## config.mk

```make
export PLATFORM = sky130hd
export DESIGN_NAME = weight_lfsr_seq_ctrl
export DESIGN_NICKNAME = d
export VERILOG_FILES = /design/src/rtl/weight_lfsr_pkg.sv /design/src/rtl/seq_counter.sv /design/src/rtl/weight_lfsr_seq_ctrl.sv
export SDC_FILE = /design/constraint.sdc
export NUM_CORES = 1
export LEC_CHECK = 0
export ABC_AREA = 1
export BUFFER_PORTS_ARGS = -buffer_cell sky130_fd_sc_hd__clkbuf_2
export CORE_ASPECT_RATIO = 0.9
export CORE_MARGIN = 1.5
export CORE_UTILIZATION = 54
export DETAILED_ROUTE_END_ITERATION = 8
export GPL_TIMING_DRIVEN = 0
export PLACE_DENSITY = 0.79
export SLEW_MARGIN = 20
export SYNTH_ARGS = -nofsm -noshare
export SYNTH_HDL_FRONTEND = slang
export SYNTH_SLANG_ARGS = --single-unit
```

## constraint.sdc

```tcl
create_clock -name CLK -period 2.3 [get_ports CLK]
set_input_delay 0.23 -clock CLK [delete_from_list [all_inputs] [get_ports CLK]]
set_output_delay 0.23 -clock CLK [all_outputs]
set_load 0.02 [all_outputs]
```

## src/rtl/weight_lfsr_pkg.sv

```systemverilog
// Shared constants, command opcodes and sequencer state encoding for the
// weight LFSR bank and its sequencer.
package weight_lfsr_pkg;

  localparam int unsigned N_R     = 81;
  localparam int unsigned FXP     = 6;
  localparam int unsigned N_L     = 16;
  localparam int unsigned N_SEED  = 26;
  localparam int unsigned N_L_REG = $clog2(N_SEED);
  localparam int unsigned N_RD    = N_R * FXP;
  localparam int unsigned RA_W    = $clog2(N_RD);

  typedef enum logic [1:0] {
    OP_LOAD    = 2'd0,
    OP_COMPUTE = 2'd1,
    OP_READ    = 2'd2,
    OP_ILLEGAL = 2'd3
  } op_t;

  typedef enum logic [1:0] {
    ST_IDLE,
    ST_LOAD,
    ST_COMP,
    ST_READ
  } state_t;

endpackage

```

## src/rtl/seq_counter.sv

```systemverilog
// Loadable up-counter with terminal flag; clear wins over increment, and the
// caller stops incrementing at the terminal value so it never wraps.
module seq_counter #(
  parameter int unsigned W = 8
) (
  input  logic         clk,
  input  logic         rst,
  input  logic         clr,
  input  logic         inc,
  input  logic [W-1:0] last_val,
  output logic [W-1:0] q,
  output logic         at_last
);

  always_ff @(posedge clk) begin
    if (rst || clr) q <= '0;
    else if (inc)   q <= q + 1'b1;
  end

  assign at_last = (q == last_val);

endmodule

```

## src/rtl/weight_lfsr_seq_ctrl.sv

```systemverilog
// Command sequencer for the 81-row weight LFSR bank: seed load, free-run
// compute and one-hot read sweep, with every bank-facing output registered.
module weight_lfsr_seq_ctrl
  import weight_lfsr_pkg::*;
#(
  parameter int unsigned LEN_W = 16
) (
  input  logic               CLK,
  input  logic               RESET,
  input  logic               cmd_valid,
  output logic               cmd_ready,
  input  logic [1:0]         cmd_op,
  input  logic [LEN_W-1:0]   cmd_len,
  input  logic               cmd_opt,
  input  logic               seed_valid,
  output logic               seed_ready,
  input  logic [N_L-1:0]     seed_data,
  output logic               lfsr_load,
  output logic [N_L_REG-1:0] lfsr_sel,
  output logic [N_L-1:0]     LFSR_REG_INIT,
  output logic               lfsr_en,
  output logic               lfsr_option_sel,
  output logic               compute_en,
  output logic               read_en,
  output logic [RA_W-1:0]    READ_ADDR,
  output logic               busy,
  output logic               done,
  output logic               cmd_err
);

  state_t               state_q, state_n;
  logic                 drain_q, drain_n;
  logic [LEN_W-1:0]     len_q, len_n;

  logic                 opt_n, load_n, comp_n, read_n, done_n, err_n;
  logic [N_L_REG-1:0]   sel_n;
  logic [N_L-1:0]       init_n;

  logic                 accept, beat;
  logic [N_L_REG-1:0]   seed_q;
  logic                 seed_last, comp_last, rd_last;
  logic [LEN_W-1:0]     comp_q;
  logic                 in_comp, in_read;

  // cmd_ready / seed_ready are registered copies of the state, so the
  // handshakes only need the registered flags.
  assign accept  = cmd_valid & cmd_ready;
  assign beat    = seed_valid & seed_ready;
  assign in_comp = (state_q == ST_COMP);
  assign in_read = (state_q == ST_READ);

  seq_counter #(.W(N_L_REG)) u_seed_cnt (
    .clk      (CLK),
    .rst      (RESET),
    .clr      (accept),
    .inc      (beat & ~seed_last),
    .last_val (N_L_REG'(N_SEED - 1)),
    .q        (seed_q),
    .at_last  (seed_last)
  );

  seq_counter #(.W(LEN_W)) u_comp_cnt (
    .clk      (CLK),
    .rst      (RESET),
    .clr      (accept),
    .inc      (in_comp & ~comp_last),
    .last_val (len_q),
    .q        (comp_q),
    .at_last  (comp_last)
  );

  // The read counter is the address register itself; clearing it on the
  // terminal cycle returns READ_ADDR to 0 together with the done pulse.
  seq_counter #(.W(RA_W)) u_rd_cnt (
    .clk      (CLK),
    .rst      (RESET),
    .clr      (accept | (in_read & rd_last)),
    .inc      (in_read & ~rd_last),
    .last_val (RA_W'(N_RD - 1)),
    .q        (READ_ADDR),
    .at_last  (rd_last)
  );

  always_comb begin
    state_n = state_q;
    drain_n = drain_q;
    len_n   = len_q;
    opt_n   = lfsr_option_sel;
    load_n  = 1'b0;
    sel_n   = lfsr_sel;
    init_n  = LFSR_REG_INIT;
    comp_n  = 1'b0;
    read_n  = 1'b0;
    done_n  = 1'b0;
    err_n   = 1'b0;

    case (state_q)
      ST_IDLE: begin
        if (accept) begin
          opt_n   = cmd_opt;
          len_n   = cmd_len;
          drain_n = 1'b0;
          case (op_t'(cmd_op))
            OP_LOAD:    state_n = ST_LOAD;
            OP_COMPUTE: begin state_n = ST_COMP; comp_n = 1'b1; end
            OP_READ:    begin state_n = ST_READ; read_n = 1'b1; end
            default:    begin err_n = 1'b1; done_n = 1'b1; end
          endcase
        end
      end
      // After the last seed beat LOAD lingers one cycle with seed_ready low so
      // the final lfsr_load strobe stays inside LOAD and done lands after it.
      ST_LOAD: begin
        if (drain_q) begin
          state_n = ST_IDLE;
          drain_n = 1'b0;
          done_n  = 1'b1;
        end else if (beat) begin
          load_n = 1'b1;
          sel_n  = seed_q;
          init_n = seed_data;
          if (seed_last) drain_n = 1'b1;
        end
      end
      ST_COMP: begin
        if (comp_last) begin
          state_n = ST_IDLE;
          done_n  = 1'b1;
        end else begin
          comp_n = 1'b1;
        end
      end
      ST_READ: begin
        if (rd_last) begin
          state_n = ST_IDLE;
          done_n  = 1'b1;
        end else begin
          read_n = 1'b1;
        end
      end
      default: state_n = ST_IDLE;
    endcase
  end

  always_ff @(posedge CLK) begin
    if (RESET) begin
      state_q         <= ST_IDLE;
      drain_q         <= 1'b0;
      len_q           <= '0;
      cmd_ready       <= 1'b0;
      seed_ready      <= 1'b0;
      lfsr_load       <= 1'b0;
      lfsr_sel        <= '0;
      LFSR_REG_INIT   <= '0;
      lfsr_en         <= 1'b0;
      lfsr_option_sel <= 1'b0;
      compute_en      <= 1'b0;
      read_en         <= 1'b0;
      busy            <= 1'b0;
      done            <= 1'b0;
      cmd_err         <= 1'b0;
    end else begin
      state_q         <= state_n;
      drain_q         <= drain_n;
      len_q           <= len_n;
      cmd_ready       <= (state_n == ST_IDLE);
      seed_ready      <= (state_n == ST_LOAD) && !drain_n;
      lfsr_load       <= load_n;
      lfsr_sel        <= sel_n;
      LFSR_REG_INIT   <= init_n;
      lfsr_en         <= comp_n;
      lfsr_option_sel <= opt_n;
      compute_en      <= comp_n;
      read_en         <= read_n;
      busy            <= (state_n != ST_IDLE);
      done            <= done_n;
      cmd_err         <= err_n;
    end
  end

endmodule

```

Yosys cells after proc, flatten, opt, wreduce, memory -nomap -nowiden
Index checks and enable logic that the tools add are counted.

Bits in registers: 79. Input bits: 39. Output and inout port bits: 40. Word-level logic and storage cells: 81.

Add/sub/neg operators: 3. Eq/ne operators: 9. Muxes and demuxes: 26. Bitwise gates (word level): 13. Reduce and logical (&&, ||, !) cells: 13.

Operator list (count): 16-bit by 1-bit adder with 16-bit output, second input constant (1); 16-bit equality test (1); 1-bit two-way mux (16); 9-bit by 1-bit adder with 9-bit output, second input constant (1); 9-bit equality test, second input constant (1); 2-bit two-way mux (4); 2-bit one-hot mux with 4 select lines (1); 1-bit bitwise AND (6); 2-bit by 1-bit equality test with 1-bit output, second input constant (3); 2-bit equality test, second input constant (3); 2-bit logical NOT (3); 1-bit NOT (6); 1-bit one-hot mux with 2 select lines (3); 2-bit one-hot mux with 3 select lines (1); 3-bit OR reduction (2); 5-bit by 1-bit adder with 5-bit output, second input constant (1); 5-bit equality test, second input constant (1); 1-bit one-hot mux with 4 select lines (1); 3-bit AND reduction (1); 1-bit logical OR (2); 2-bit AND reduction (1); 2-bit nonzero test (1); 2-bit OR reduction (1); 1-bit logical AND (1); 2 further kinds (2).

Logic depth before layout (Yosys ltp)
Gate-level depths: netlist of the first run.

Word-level depth: 7. Gate-level depth with buffers: 13. Depth with buffers taken out: 13.

By module
Synthesis of the first run repeated with hierarchy kept, for this count alone.

Cells, all modules: 583. Area total of the unflattened synthesis: 4037.6 um^2.

By module, submodules not included: weight_lfsr_seq_ctrl (times used 1, cells each 270, area an instance 2107.0 um^2, sequential area each 980.9 um^2); seq_counter (u_comp_cnt) (times used 1, cells each 166, area an instance 1047.3 um^2, sequential area each 320.3 um^2); seq_counter (u_rd_cnt) (times used 1, cells each 102, area an instance 593.1 um^2, sequential area each 180.2 um^2); seq_counter (u_seed_cnt) (times used 1, cells each 45, area an instance 290.3 um^2, sequential area each 100.1 um^2).

Worst setup path after synthesis of the first run
OpenSTA, ideal clock, no wires.

Path type: register to register. Start: register state_q[1]. End: register LFSR_REG_INIT[0]. Library setup time: 116 ps. Data arrival time: 1562 ps. Required time: 2184 ps. Setup slack: 622 ps. Cell stages (with the launch flop): 9. Buffers on the path: 1. Clock period less this slack: 1678 ps. Path through: dfxtp_1 > inv_1 > ha_1 > inv_1 > nor3_2 > clkinv_1 > clkbuf_1 > nor2_1 > nor2_1.

Word-level cells in the longest chain between the ends: 2.

RTL lines: from (decl) (line weight_lfsr_seq_ctrl.sv:31) `state_t state_q, state_n;`; from (signal assigned) (line weight_lfsr_seq_ctrl.sv:163) `state_q <= state_n;`; 2-bit by 1-bit equality test with 1-bit output (line weight_lfsr_seq_ctrl.sv:97) `case (state_q)`; 3-bit AND reduction (no line); to (signal assigned) (line weight_lfsr_seq_ctrl.sv:170) `LFSR_REG_INIT <= init_n;`; to (decl) (line weight_lfsr_seq_ctrl.sv:20) `output logic [N_L-1:0] LFSR_REG_INIT,`.

No other way between the ends. A chain may end at the register's enable or synchronous reset.

Final worst setup path of the first run
Start: register state_q[0]. End: register len_q[11].

Word-level cells in the longest chain between the ends: 2.

RTL lines: 2-bit logical NOT (line weight_lfsr_seq_ctrl.sv:97); 2-bit AND reduction (no line); to (signal assigned) (line weight_lfsr_seq_ctrl.sv:165) `len_q <= len_n;`; to (decl) (line weight_lfsr_seq_ctrl.sv:33) `logic [LEN_W-1:0] len_q, len_n;`.

No other way between the ends.

==> impl_results.md, run 1 <==
* Outcome: completed
* Worst Setup SP: state_q[0]$_SDFF_PP0_
* Worst path arrival time at 2.23 ns
* Pin count of the biggest net entering global routing at 14
* Post-synthesis sequential area ratio at 42.6%
* Ports at 79
* DIE WIDTH at 90.4 um
* Syn_nets at 579
* Antenna Nets Post-Route at 0
* Die footprint at 0.00738 mm2
* Dpl cells at 694
* Clk slew on worst S/H paths at 0.09 ns
* Setup violators final at 0
* EDFF count, synth at 0
* #FFs+latches synth at 79
* FF-to-FF End: len_q[11]$_SDFFE_PP0P_
* Max cap viols at 0
* First-pass GRT wire length at 14.9 mm
* Final Non-Filler Cells at 710
* Cells after synthesis at 526
* Setup TNS at 0 ns
* Pins over their slew limit at 0
* RSZ-0062 raised after global routing: no
* Final hold vios at 0
* Avg Cell Area, Syn at 7.06 um2
* Post-detail-place hpwl at 6.64 mm
* Max VDD drop at 0.491 mV
* N_diodes at 0
* Yosys cell types at 30
* Core box area at 0.00662 mm2
* Predominant post-synthesis flop cell: dfxtp_1
* Total GRT Usage at 25.4%
* Via count at 3,582
* Remaining DRCs at 0
* Wire length per cell at 12.4 um
* Vias in the first global route at 3,432
* Worst reg-to-reg path cell count at 8
* # rows at 28
* Share of cells above drive strength 1 at 19.0%
* Vias/cell at 5.05
* Clock Sinks at 79
* Number of buffers created by CTS at 9
* Bufs on Longest Clock Path at 2
* Final Skew at 0.0126 ns
* RR Startpoint: state_q[0]$_SDFF_PP0_
* Crit path kind: reg2reg
* Crit. End Element: register
* Period utilization at 87.2%
* Lkg Pwr at 2.01 nW
* Minimum clock period at 2.01 ns
* Die span in y at 81.7 um
* Remaining Overflow, GRT at 0
* Initial antenna violation count at 0
* Critical path destination: len_q[11]$_SDFFE_PP0P_
* Final nets at 668
* Relative slew slack at 52.5%
* Biggest fanout along the worst timing path at 10
* Pwr dens at 643 mW/mm2
* H-tree Lvls at 3
* Achievable frequency at 499 MHz
* Reg2Reg Setup Slack at 0.29 ns
* Mapped cell area at 0.00371 mm2
* CTS tree: done
* Asr flop ratio synth at 0%
* Layout Utilization at 66.3%
* Worst-skew pair later-pin latency at 0.36 ns
* Critical Path RT at 2.53 ns
* Commonest non-fill, non-tap cell in the layout: nand2_1
* Syn. warnings at 0
* DRT Wirelength at 8.81 mm
* Initial Utilization at 56.1%
* Most frequent cells in the layout: nand2_1, dfxtp_1, clkbuf_2, nor2_1, inv_1
* Placer Congestion at 0.899
* Iteration-0 DRC Markers at 189
* Area Overhead vs Synth at 18.3%
* Buffers on Ports at 78
* Root buffer cell: clkbuf_8
* CP Launch Type: register
* Initial DRT Pass Iterations at 5
* Slew at the pin closest to its max-slew limit at 0.713 ns
* Worst Hold Class: in2reg
## Yosys cell counts, types with 4 or more instances
master | count | area share (%)
a21oi_1 | 41 | 5.5
a21oi_2 | 8 | 1.9
clkbuf_1 | 10 | 1.0
dfxtp_1 | 79 | 43
ha_1 | 14 | 4.7
inv_1 | 64 | 6.5
inv_2 | 5 | 0.51
nand2_1 | 118 | 12
nand3_1 | 19 | 2.6
nand4_1 | 4 | 0.67
nor2_1 | 72 | 7.3
nor3_1 | 10 | 1.3
o21ai_0 | 52 | 7.0
xor2_1 | 9 | 2.1
## cell families (layout without fill, tap and decap cells)
kind of cell	after synthesis	count (layout)	synth area share [%]
simple gates	231	231	25.4
compound gates	106	106	15.3
buf+inv	85	179	9.37
flops	79	79	42.6
fa+ha+maj	14	14	4.72
xor+xnor	11	11	2.60
## power breakdown
part / switching (W) / leakage (nW) / internal (W)
Clock: 0.000512 / 0.0853 / 0.000419
Combinational: 0.000279 / 1.28 / 0.000148
Sequential: 0.0000367 / 0.640 / 0.00143
## routing by layer
metal	up-vias	track usage (%)	wire (um)
met5	-	0	0
met3	18	8.06	595
met4	0	10.3	146
met2	111	46.1	4170
met1	1608	28.1	3890
li1	1845	-	-
## how the worst min path moves through the flow
stage	from	to	slack (ns)	cells past startpoint
floorplan	RESET	compute_en$_SDFF_PP0_	0.30	1
global placement	seed_data[3]	LFSR_REG_INIT[3]$_SDFFE_PP0P_	0.45	3
detailed placement	seed_data[15]	LFSR_REG_INIT[15]$_SDFFE_PP0P_	0.46	3
CTS	seed_data[12]	LFSR_REG_INIT[12]$_SDFFE_PP0P_	0.08	3
global route	seed_data[0]	LFSR_REG_INIT[0]$_SDFFE_PP0P_	0.08	3
finish	cmd_opt	lfsr_option_sel$_SDFFE_PP0P_	0.09	3
## state kept, by name (all words and copies together) (netlist names)
signal and count:
LFSR_REG_INIT 16, busy 1, cmd_err 1, cmd_ready 1
compute_en 1, done 1, drain_q 1, len_q 16
lfsr_load 1, lfsr_option_sel 1, lfsr_sel 5, read_en 1
seed_ready 1, state_q 2, u_comp_cnt.q 16, u_rd_cnt.q 9
u_seed_cnt.q 5
## cell type report
cell class | instances | area [um2]
multi-input combinational | 362 | 1790
clock inverter | 5 | 33.8
inverter | 70 | 263
clock buffer | 11 | 141
timing repair buffer | 78 | 390
tap | 90 | 113
fill | 596 | 2230
buffer | 15 | 85.1
sequential | 79 | 1580
## through the flow
step | power, W | cell area [um2] | hold WS [ns] | setup slack [ns]
final | 0.00282 | 4390 | 0.0931 | 0.295
after global placement | 0.00190 | 4220 | 0.452 | 0.202
after floorplan | 0.00177 | 3710 | 0.299 | 0.622
after detailed placement | 0.00192 | 4220 | 0.459 | 0.176
after CTS | 0.00283 | 4390 | 0.0812 | 0.166
after global routing | 0.00296 | 4390 | 0.0772 | 0.140
## worst max-delay path: stages (launching register included)
cell and delay [ns]:
dfxtp_1 0.34, inv_1 0.14, ha_1 0.24, inv_1 0.11, nor2_2 0.29, inv_1 0.15, clkbuf_1 0.29, o21ai_0 0.26
a21oi_1 0.06
## timing repair
item / CTS / global route
buffers inserted: 0 / 0
hold buffers: 0 / 0
gates resized for setup: 0 / 2
endpoints found under the setup margin: 0 / 10
Power figures use the tool's default switching activity.
==> run 2, diff against run 1 <==
CORE_UTILIZATION = 55   (was 54)
PLACE_DENSITY = 0.8   (was 0.79)
SYNTH_HIERARCHICAL = 1   (was unset)
==> run 2 against run 1 <==
Worst setup slack lost 0.13 ns. Global-route usage decreased by 0.96 points. Cell count is 11% higher. Power up 31%. Largest cell class unchanged. Sequential cell count did not move. Core utilization grew 2.7 points. Clock power increased by 37%. Die area is 6.5% higher. Count of clock-buffer cells in the layout is 2 lower.
==> impl_results.md, run 2 <==
* Total GRT Usage at 24.5% (-0.96 points)
* Cells after synthesis at 583 (+11%)
* Setup violators final at 0 (unchanged)
* RSZ-0062 raised after global routing: no
* Worst Hold Endpoint: LFSR_REG_INIT[3]$_SDFFE_PP0P_
* Number of buffers created by CTS at 9 (unchanged)
* Core box area at 0.00708 mm2 (+6.9%)
* Top cells by area, synth: dfxtp_1, nand2_1, nor2_1, inv_1, a21oi_1
* Period utilization at 92.8% (+5.6 points)
* #FFs+latches synth at 79 (unchanged)
* Vias/cell at 4.91 (-2.8%)
* Root buffer cell: clkbuf_8
* Wire length per cell at 11.4 um (-8.4%)
* Achievable frequency at 468 MHz (-6.1%)
* Post_cts resized at 0 (unchanged)
* Worst path arrival time at 2.38 ns (+0.15 ns)
* Clock Sinks at 79 (unchanged)
* CP Launch Type: register
* Final nets at 744 (+11%)
* CTS tree: done
* Final Skew at 0.0147 ns (+0.00212 ns)
* Pwr dens at 758 mW/mm2 (+18%)
* Iteration-0 DRC Markers at 226 (+20%)
* Most frequent cells in the layout: nand2_1, nor2_1, clkbuf_2, dfxtp_1, inv_1
* Asr flop ratio synth at 0% (unchanged)
* DRT Wirelength at 8.98 mm (+1.9%)
* Hold path start: seed_data[3]
* EDFF count, synth at 0 (unchanged)
* Critical Path RT at 2.54 ns (about the same)
* Initial Utilization at 57.1% (+1.0 points)
* Pin count of the biggest net entering global routing at 16 (+2)
* Remaining Overflow, GRT at 0 (unchanged)
* Predominant post-synthesis flop cell: dfxtp_1
* M1 GR Usage at 31.5% (+3.4 points)
* Post-synthesis sequential area ratio at 39.2% (-3.4 points)
* # rows at 29 (+3.6%)
* N_diodes at 0 (unchanged)
* Buffers on Ports at 78 (unchanged)
* Avg Cell Area, Syn at 6.93 um2 (-1.9%)
* Yosys top cell by area: dfxtp_1
* Synth cell count leaders: nand2_1, nor2_1, dfxtp_1
* Yosys cell types at 31 (+3.3%)
* Most used routing layer: met2
* Crit path kind: reg2reg
* Synth top area share at 39.2% (-3.4 points)
* Crit. End Element: register
* Bufs on Longest Clock Path at 2 (unchanged)
* Biggest regs: LFSR_REG_INIT (16), len_q (16), u_comp_cnt/q (16)
* Clk slew on worst S/H paths at 0.09 ns (about the same)
* Top-count cell post-synth: nand2_1
* Die footprint at 0.00787 mm2 (+6.5%)
* Setup TNS at 0 ns (unchanged)
* RR Startpoint: u_comp_cnt/q[6]$_SDFFE_PP0P_
* Placer Congestion at 0.912 (+1.5%)
* Syn. warnings at 6 (+6)
* Final WS setup at 0.165 ns (-0.129 ns)
* First-pass GRT wire length at 15.6 mm (+4.6%)
* Reg2Reg Setup Slack at 0.17 ns (-0.13 ns)
* Worst reg-to-reg path cell count at 17 (+9)
* Via count at 3,875 (+8.2%)
* Biggest fanout along the worst timing path at 8 (-2)
* Met3 Use GR at 7.07% (-0.99 points)
* Commonest non-fill, non-tap cell in the layout: nand2_1
* Grt met2 use at 39.6% (-6.5 points)
* Remaining DRCs at 0 (unchanged)
* Vias in the first global route at 3,591 (+4.6%)
* Post-detail-place hpwl at 6.76 mm (+1.9%)
* H-tree Lvls at 3 (unchanged)
* Post-CTS Hold Buffers at 0 (unchanged)
* Max VDD drop at 0.486 mV (-1.0%)
* Minimum clock period at 2.13 ns (+0.129 ns)
* Ports at 79 (unchanged)
* Placement Setup Slack at 0.110 ns (-0.0661 ns)
* Pins over their slew limit at 0 (unchanged)
* Layout Utilization at 69.0% (+2.7 points)
* Lkg Pwr at 2.38 nW (+19%)
* Final hold vios at 0 (unchanged)
* Post-CTS setup buffer count at 0 (unchanged)
* Final Power at 0.00370 W (+31%)
* Worst Hold Class: in2reg
* Cells on Worst Hold Path at 3 (unchanged)
* Share of cells above drive strength 1 at 21.8% (+2.8 points)
* Outcome: completed
* Antenna Nets Post-Route at 0 (unchanged)
* Initial DRT Pass Iterations at 5 (unchanged)
* Worst-skew pair later-pin latency at 0.35 ns (about the same)
* Area Overhead vs Synth at 20.9%
* Mapped cell area at 0.00404 mm2 (+8.8%)
* Max cap viols at 0 (unchanged)
* DIE WIDTH at 93.3 um (+3.2%)
* Initial antenna violation count at 0 (unchanged)
* Die span in y at 84.3 um (+3.2%)
* FF-to-FF End: u_comp_cnt/q[13]$_SDFFE_PP0P_
run 2: changes by cell type after synthesis, moves of 4 or more:
cell      before  now
o21ai_1        1   13
nor3_1        10    3
a21oi_1       41   37
nor2_2         1   25
a21oi_2        8    0
clkbuf_1      10    3
nand3_1       19   33
nor2_1        72   85
xor2_1         9    0
xnor2_1        2   19
nand2_1      118  146
o21ai_0       52   19
run 2: worst max-delay path, stage by stage (launching register included):
cell	delay, ns
dfxtp_4	0.38
inv_1	0.05
or2_2	0.26
nand3_1	0.09
nor2_1	0.07
nand2_1	0.08
nor2_1	0.06
inv_1	0.09
nand2_1	0.10
inv_1	0.06
clkbuf_4	0.17
nand2_1	0.08
inv_1	0.12
nand2_2	0.11
nor2_2	0.11
nand3_1	0.07
nand2_1	0.08
nor2_1	0.04
run 2: kinds of logic after synthesis:
family | count (synthesis) | synth area share [%]
buffers and inverters | 86 | 9.64
other | 2 | 0.186
flip-flops | 79 | 39.2
AO/OA/AOI/OAI | 73 | 9.30
XOR/XNOR | 19 | 4.12
adder cells (fa/ha/maj) | 13 | 4.03
AND/OR/NAND/NOR | 311 | 33.6
run 2: power breakdown:
| group | internal, W | switching [W] | leakage [nW] | total (W) |
|---|---|---|---|---|
| logic | 0.000304 | 0.000539 | 1.62 | 0.000843 |
| clock network | 0.000736 | 0.000546 | 0.122 | 0.00128 |
| registers | 0.00148 | 0.0000969 | 0.640 | 0.00158 |
run 2: layer usage:
layer	up-vias	share of wire [%]
met3	9	7.0
met1	1730	46
li1	2012	-
met4	0	1.2
met2	124	46
met5	-	0
run 2: worst max-delay path by stage:
stage          cells past startpoint  slack [ns]                    startpoint                             to
6_report                          17        0.17  u_comp_cnt/q[6]$_SDFFE_PP0P_  u_comp_cnt/q[13]$_SDFFE_PP0P_
4_1_cts                           17         0.1  u_comp_cnt/q[6]$_SDFFE_PP0P_  u_comp_cnt/q[13]$_SDFFE_PP0P_
5_1_grt                           17       0.007  u_comp_cnt/q[6]$_SDFFE_PP0P_   u_comp_cnt/q[7]$_SDFFE_PP0P_
3_5_place_dp                      17        0.11  u_comp_cnt/q[6]$_SDFFE_PP0P_  u_comp_cnt/q[13]$_SDFFE_PP0P_
2_1_floorplan                     17        0.44  u_comp_cnt/q[6]$_SDFFE_PP0P_  u_comp_cnt/q[13]$_SDFFE_PP0P_
3_3_place_gp                      17        0.15  u_comp_cnt/q[6]$_SDFFE_PP0P_  u_comp_cnt/q[13]$_SDFFE_PP0P_
run 2: area by class of cell:
type | count | area (um2)
Sequential cell | 79 | 1590
Timing Repair Buffer | 78 | 390
Buffer | 16 | 126
Fill cell | 614 | 2190
Clock buffer | 9 | 124
Inverter | 70 | 265
Tap cell | 93 | 116
Clock inverter | 7 | 126
Multi-Input combinational cell | 438 | 2150
run 2: through the flow:
| step | std cells | hold WS, ns | area, um2 |
|---|---|---|---|
| 6_report | 790 | 0.0916 | 4880 |
| 5_1_grt | 790 | 0.0914 | 4880 |
| 4_1_cts | 790 | 0.0896 | 4870 |
| 3_5_place_dp | 774 | 0.460 | 4620 |
| 3_3_place_gp | 774 | 0.450 | 4620 |
| 2_1_floorplan | 603 | 0.299 | 4110 |
